<file path="src/rtl/phase_error_counter_if.sv">
// phase_error_counter_if: count/capture handshake between the ADPLL phase detector and the error counter.
interface phase_error_counter_if #(
    parameter int COUNT_WIDTH = 16
);
    logic [1:0]             count_instr_i;
    logic                   save_and_clear_i;
    logic                   counter_cleared_o;
    logic [COUNT_WIDTH-1:0] phase_error_o;
    logic                   phase_error_valid_o;
    logic                   saturated_o;

    modport master (
        output count_instr_i, save_and_clear_i,
        input  counter_cleared_o, phase_error_o, phase_error_valid_o, saturated_o
    );

    modport slave (
        input  count_instr_i, save_and_clear_i,
        output counter_cleared_o, phase_error_o, phase_error_valid_o, saturated_o
    );
endinterface

</file>
<file path="src/rtl/phase_error_counter.sv">
// phase_error_counter: saturating signed up/down cycle counter with save-and-clear capture handshake.
module phase_error_counter #(
    parameter int COUNT_WIDTH = 16
) (
    input logic                  fpga_clk_i,
    input logic                  reset_i,
    phase_error_counter_if.slave bus
);
    localparam logic [COUNT_WIDTH-1:0] MAX = {1'b0, {(COUNT_WIDTH-1){1'b1}}};
    localparam logic [COUNT_WIDTH-1:0] MIN = {1'b1, {(COUNT_WIDTH-2){1'b0}}, 1'b1};

    typedef enum logic [1:0] {RUN = 2'b01, ACK = 2'b10} state_t;

    state_t                 state_q, state_d;
    logic [COUNT_WIDTH-1:0] cnt_q, cnt_d;
    logic                   sat_q, sat_d;
    logic [COUNT_WIDTH-1:0] pe_q, pe_d;
    logic                   valid_q, valid_d;
    logic                   sat_out_q, sat_out_d;
    logic [COUNT_WIDTH-1:0] inc, dec;
    logic                   up, dn, at_max, at_min, capture;

    assign up      = bus.count_instr_i == 2'b01;
    assign dn      = bus.count_instr_i == 2'b10;
    assign inc     = cnt_q + 1'b1;
    assign dec     = cnt_q - 1'b1;
    assign at_max  = cnt_q == MAX;
    assign at_min  = cnt_q == MIN;
    assign capture = state_q == RUN && bus.save_and_clear_i;

    // Capture takes the pre-instruction count and discards this cycle's instruction.
    always_comb begin
        state_d   = state_q == RUN ? (bus.save_and_clear_i ? ACK : RUN)
                                   : (bus.save_and_clear_i ? ACK : RUN);
        cnt_d     = up ? (at_max ? cnt_q : inc) : dn ? (at_min ? cnt_q : dec) : cnt_q;
        sat_d     = sat_q | (up && (at_max || inc == MAX)) | (dn && (at_min || dec == MIN));
        pe_d      = capture ? cnt_q : pe_q;
        sat_out_d = capture ? sat_q : sat_out_q;
        valid_d   = capture;
        if (capture) begin
            cnt_d = '0;
            sat_d = 1'b0;
        end
    end

    always_ff @(posedge fpga_clk_i) begin
        if (reset_i) begin
            state_q   <= RUN;
            cnt_q     <= '0;
            sat_q     <= 1'b0;
            pe_q      <= '0;
            valid_q   <= 1'b0;
            sat_out_q <= 1'b0;
        end else begin
            state_q   <= state_d;
            cnt_q     <= cnt_d;
            sat_q     <= sat_d;
            pe_q      <= pe_d;
            valid_q   <= valid_d;
            sat_out_q <= sat_out_d;
        end
    end

    assign bus.counter_cleared_o   = state_q == ACK;
    assign bus.phase_error_o       = pe_q;
    assign bus.phase_error_valid_o = valid_q;
    assign bus.saturated_o         = sat_out_q;
endmodule

</file>
<file path="src/flat_wrapper.sv">
// flat-port wrapper written by rule: the top's interface ports become plain ports
module phase_error_counter_flat 
#(
    parameter int COUNT_WIDTH = 16
)
  (fpga_clk_i, reset_i, bus_count_instr_i, bus_save_and_clear_i, bus_counter_cleared_o, bus_phase_error_o, bus_phase_error_valid_o, bus_saturated_o);
  phase_error_counter_if #(.COUNT_WIDTH(COUNT_WIDTH)) bus_i ();
  input logic fpga_clk_i;
  input logic reset_i;
  input wire logic [$bits(bus_i.count_instr_i)-1:0] bus_count_instr_i;
  input wire logic [$bits(bus_i.save_and_clear_i)-1:0] bus_save_and_clear_i;
  output wire logic [$bits(bus_i.counter_cleared_o)-1:0] bus_counter_cleared_o;
  output wire logic [$bits(bus_i.phase_error_o)-1:0] bus_phase_error_o;
  output wire logic [$bits(bus_i.phase_error_valid_o)-1:0] bus_phase_error_valid_o;
  output wire logic [$bits(bus_i.saturated_o)-1:0] bus_saturated_o;
  assign bus_i.count_instr_i = bus_count_instr_i;
  assign bus_i.save_and_clear_i = bus_save_and_clear_i;
  assign bus_counter_cleared_o = bus_i.counter_cleared_o;
  assign bus_phase_error_o = bus_i.phase_error_o;
  assign bus_phase_error_valid_o = bus_i.phase_error_valid_o;
  assign bus_saturated_o = bus_i.saturated_o;
  phase_error_counter #(.COUNT_WIDTH(COUNT_WIDTH)) u_core (.fpga_clk_i(fpga_clk_i), .reset_i(reset_i), .bus(bus_i));
endmodule
</file>
<file path="config.mk">
export PLATFORM = sky130hd
export DESIGN_NAME = phase_error_counter_flat
export DESIGN_NICKNAME = d
export VERILOG_FILES = /design/src/rtl/phase_error_counter_if.sv /design/src/rtl/phase_error_counter.sv /design/src/flat_wrapper.sv
export SDC_FILE = /design/constraint.sdc
export NUM_CORES = 1
export LEC_CHECK = 0
export CORE_ASPECT_RATIO = 0.5
export CORE_MARGIN = 1
export CORE_UTILIZATION = 55
export CTS_BUF_LIST = sky130_fd_sc_hd__clkbuf_16
export CTS_CLUSTER_SIZE = 10
export DETAILED_ROUTE_END_ITERATION = 16
export PLACE_DENSITY = 0.84
export SYNTH_ARGS = -nofsm -noshare
export SYNTH_HDL_FRONTEND = slang
export SYNTH_SLANG_ARGS = --single-unit
</file>
<file path="constraint.sdc">
create_clock -name fpga_clk_i -period 4.8 [get_ports fpga_clk_i]
set_input_delay 0.96 -clock fpga_clk_i [delete_from_list [all_inputs] [get_ports fpga_clk_i]]
set_output_delay 0.96 -clock fpga_clk_i [all_outputs]
set_load 0.01 [all_outputs]
</file>
==> summary.md <==
| Metric | Value |
|---|---|
| Outcome | completed |
| Iter 0 DRT Violations | 345 |
| Placed Cells | 310 |
| Rows | 15 |
| CP max stage cell | o2bb2ai_1 |
| Routability cong. | 0.923 |
| Drt via density | 6.21 |
| Area of the core | 3550 sq um |
| Synthesis-to-layout area growth | 18.4% |
| Main synth FF type | dfxtp_1 |
| DRT Pass-1 Iters | 7 |
| Clk_skew | 10.4 ps |
| CP Max Fanout | 13 |
| PortBufs | 23 |
| TritonCTS clock tree | done |
| Hold WC Path Type | reg2reg |
| Via count | 1976 |
| Worst-path clk slew | 70 ps |
| Clock root cell | clkbuf_16 |
| # H-tree levels | 2 |
| First-pass GRT wire length | 8480 um |
| Met2 Resource Use GR | 39.7% |
| Pwr Density | 388 nW/um^2 |
| Crit share post-route | 64.8% |
| Total GRT Usage | 28.6% |
| Static Leak | 0.888 nW |
| Post-CTS sizing | 0 |
| Clk buf depth | 2 |
| Most crowded layer after global routing | met1 |
| Sink Count | 37 |
| Ys async rst share | 0% |
| CP max stage delay | 700 ps |
| CTS Hold Buffers Added | 0 |
| Yosys cell types | 48 |
| Max-slew violations | 0 |
| Syn_nets | 266 |
| Crit path DAT | 3270 ps |
| #FFs+latches synth | 37 |
| Dpl hpwl | 3530 um |
| Fin cells | 318 |
| Die Width | 89.4 um |
| CP Capture Type | flip-flop |
| Fillers | 264 |
| Clk_lat worst skew | 290 ps |
| Final TNS setup | 0 ps |
| Vias in the first global route | 1675 |
| Remaining Overflow, GRT | 0 |
| Multi-input logic area | 1230 sq um |
| ANT nets after route | 0 |
| Io pins | 24 |
| CP startpoint kind | primary input |
| Total routed wirelength | 5300 um |
| Sequential area share after synthesis | 35.3% |
| Syn Area/Cell | 8.17 sq um |
| FMAX | 0.321 GHz |
| Tmin final | 3110 ps |
| Final hold slack | 478 ps |
| Nets | 275 |
| Ordered cell list for the critical path | clkdlybuf4s50_1, nand2b_1, o2bb2ai_1, buf_4, a21boi_0, xnor2_1, nor2_1 |
| Pin count of the biggest net entering global routing | 22 |
| Die area | 4080 sq um |
| GR Util met3 | 7.43% |
| Worst Setup Path Type | in2reg |
| Number of remaining DRC errors | 0 |
| Reg area | 741 sq um |
| Max-cap violations | 0 |
| Die Ht | 45.7 um |
| Met1 Use GR | 41.0% |
| Number of setup buffers added after CTS | 0 |
| Routed wire per std cell | 16.7 um |
| Cells after Synth | 257 |
| Slew HR | 39.0% |
| Share of cells above drive strength 1 | 6.74% |
| Final Hold Viols | 0 |
| Initial antenna violation count | 0 |
| Final setup viols | 0 |
| Worst EP required | 4960 ps |
| RSZ-0062 raised after global routing | no |
| Area of the mapped netlist | 2100 sq um |
| Yosys warnings | 0 |
| Peak supply drop | 0.198 mV |
| Post-synth EDFFs | 0 |
| Number of antenna diodes | 0 |
| Tightest Pin Transition | 913 ps |
| Initial Util | 59.2% |
| Cts bufs inserted | 5 |
## path summary, 6_finish.rpt
path,from,to,slack (ps),cells after the start
min,u_core.sat_q,u_core.bus.saturated_o,480,1
min reg2reg,u_core.sat_q,u_core.bus.saturated_o,480,1
max reg2reg,u_core.cnt_q[2],u_core.cnt_q[4],2160,7
max,bus_count_instr_i[1],u_core.cnt_q[4],1690,7
## cell families after synthesis
family                     Yosys count  share of synthesized area (%)
buffers and inverters               31                           5.96
AOI/OAI and AO/OA                   56                           19.3
xor gates and xnor gates            21                           8.76
DFF                                 37                           35.3
and+or+nand+nor                    108                           28.3
adders and majority gates            4                           2.38
## final cells by class
cell class,instances,share of cell area [%]
Clock buffer,5,5.04
Inverter,8,1.21
Multi-Input combinational cell,189,49.6
Timing Repair Buffer,25,9.87
Sequential cell,37,29.8
Clock inverter,3,1.86
Tap cell,51,2.57
## sequential cells by signal, summed over array words and instances (netlist names)
name                            flops
u_core.bus.phase_error_o           16
u_core.cnt_q                       16
u_core.state_q                      2
u_core.bus.phase_error_valid_o      1
u_core.bus.saturated_o              1
u_core.sat_q                        1
## per-layer routing
| metal | up-vias | wire, um |
|---|---|---|
| met5 | - | 0 |
| met3 | 16 | 467 |
| li1 | 939 | - |
| met1 | 920 | 2510 |
| met2 | 101 | 2190 |
| met4 | 0 | 129 |
## critical path, delay by kind of cell
family / cells / cell delay (ps)
AND/OR/NAND/NOR: 2 / 460
buffers and inverters: 2 / 740
XOR/XNOR: 1 / 150
AO/OA/AOI/OAI: 2 / 940
## synthesized netlist by cell type, drive strengths merged (2+ instances only)
cell type / instances / share of area [%]
a22o: 18 / 7.6
nand4: 10 / 3.6
a21boi: 5 / 1.8
a31oi: 2 / 0.60
o2bb2ai: 2 / 0.83
inv: 8 / 1.4
nand3: 10 / 2.4
nand2b: 5 / 1.5
nor2: 21 / 3.8
or3: 3 / 0.89
and3: 3 / 0.95
buf: 7 / 1.7
xor2: 10 / 4.2
nor2b: 4 / 1.2
clkbuf: 16 / 2.9
nor3: 9 / 2.1
dfxtp: 37 / 35
nand2: 24 / 4.3
nor4: 9 / 3.7
ha: 4 / 2.4
a21oi: 6 / 1.6
nand3b: 2 / 0.71
o21ai: 14 / 3.3
nand4b: 2 / 0.83
xnor2: 11 / 4.6
## power breakdown
part	internal, mW	total (mW)	switching, mW
Sequential	0.327	0.377	0.0504
Combinational	0.0912	0.201	0.110
Clock	0.246	0.384	0.138
## metrics by stage
stage / setup slack (ps) / util [%] / instance area, sq um / power (mW)
2_1_floorplan: 2750 / - / 2100 / 0.526
3_3_place_gp: 1610 / 65.2 / 2310 / 0.570
3_5_place_dp: 1530 / 65.2 / 2310 / 0.575
4_1_cts: 1800 / 70.1 / 2480 / 0.963
5_1_grt: 1580 / 70.1 / 2480 / 1.01
6_report: 1690 / 70.1 / 2480 / 0.963
## layout by cell type (no fill, tap or decap), drive strengths merged, types with 3 or more instances in the layout
cell,n
or3,3
nor2b,4
o21ai,14
dfxtp,37
nor2,21
ha,4
clkdlybuf4s50,23
clkbuf,5
nor3,9
xor2,10
a21oi,6
nand2b,5
nand4,10
xnor2,11
a22o,18
inv,8
nor4,9
a21boi,5
and3,3
nand2,24
nand3,10
(Power assumes the default switching activity.)
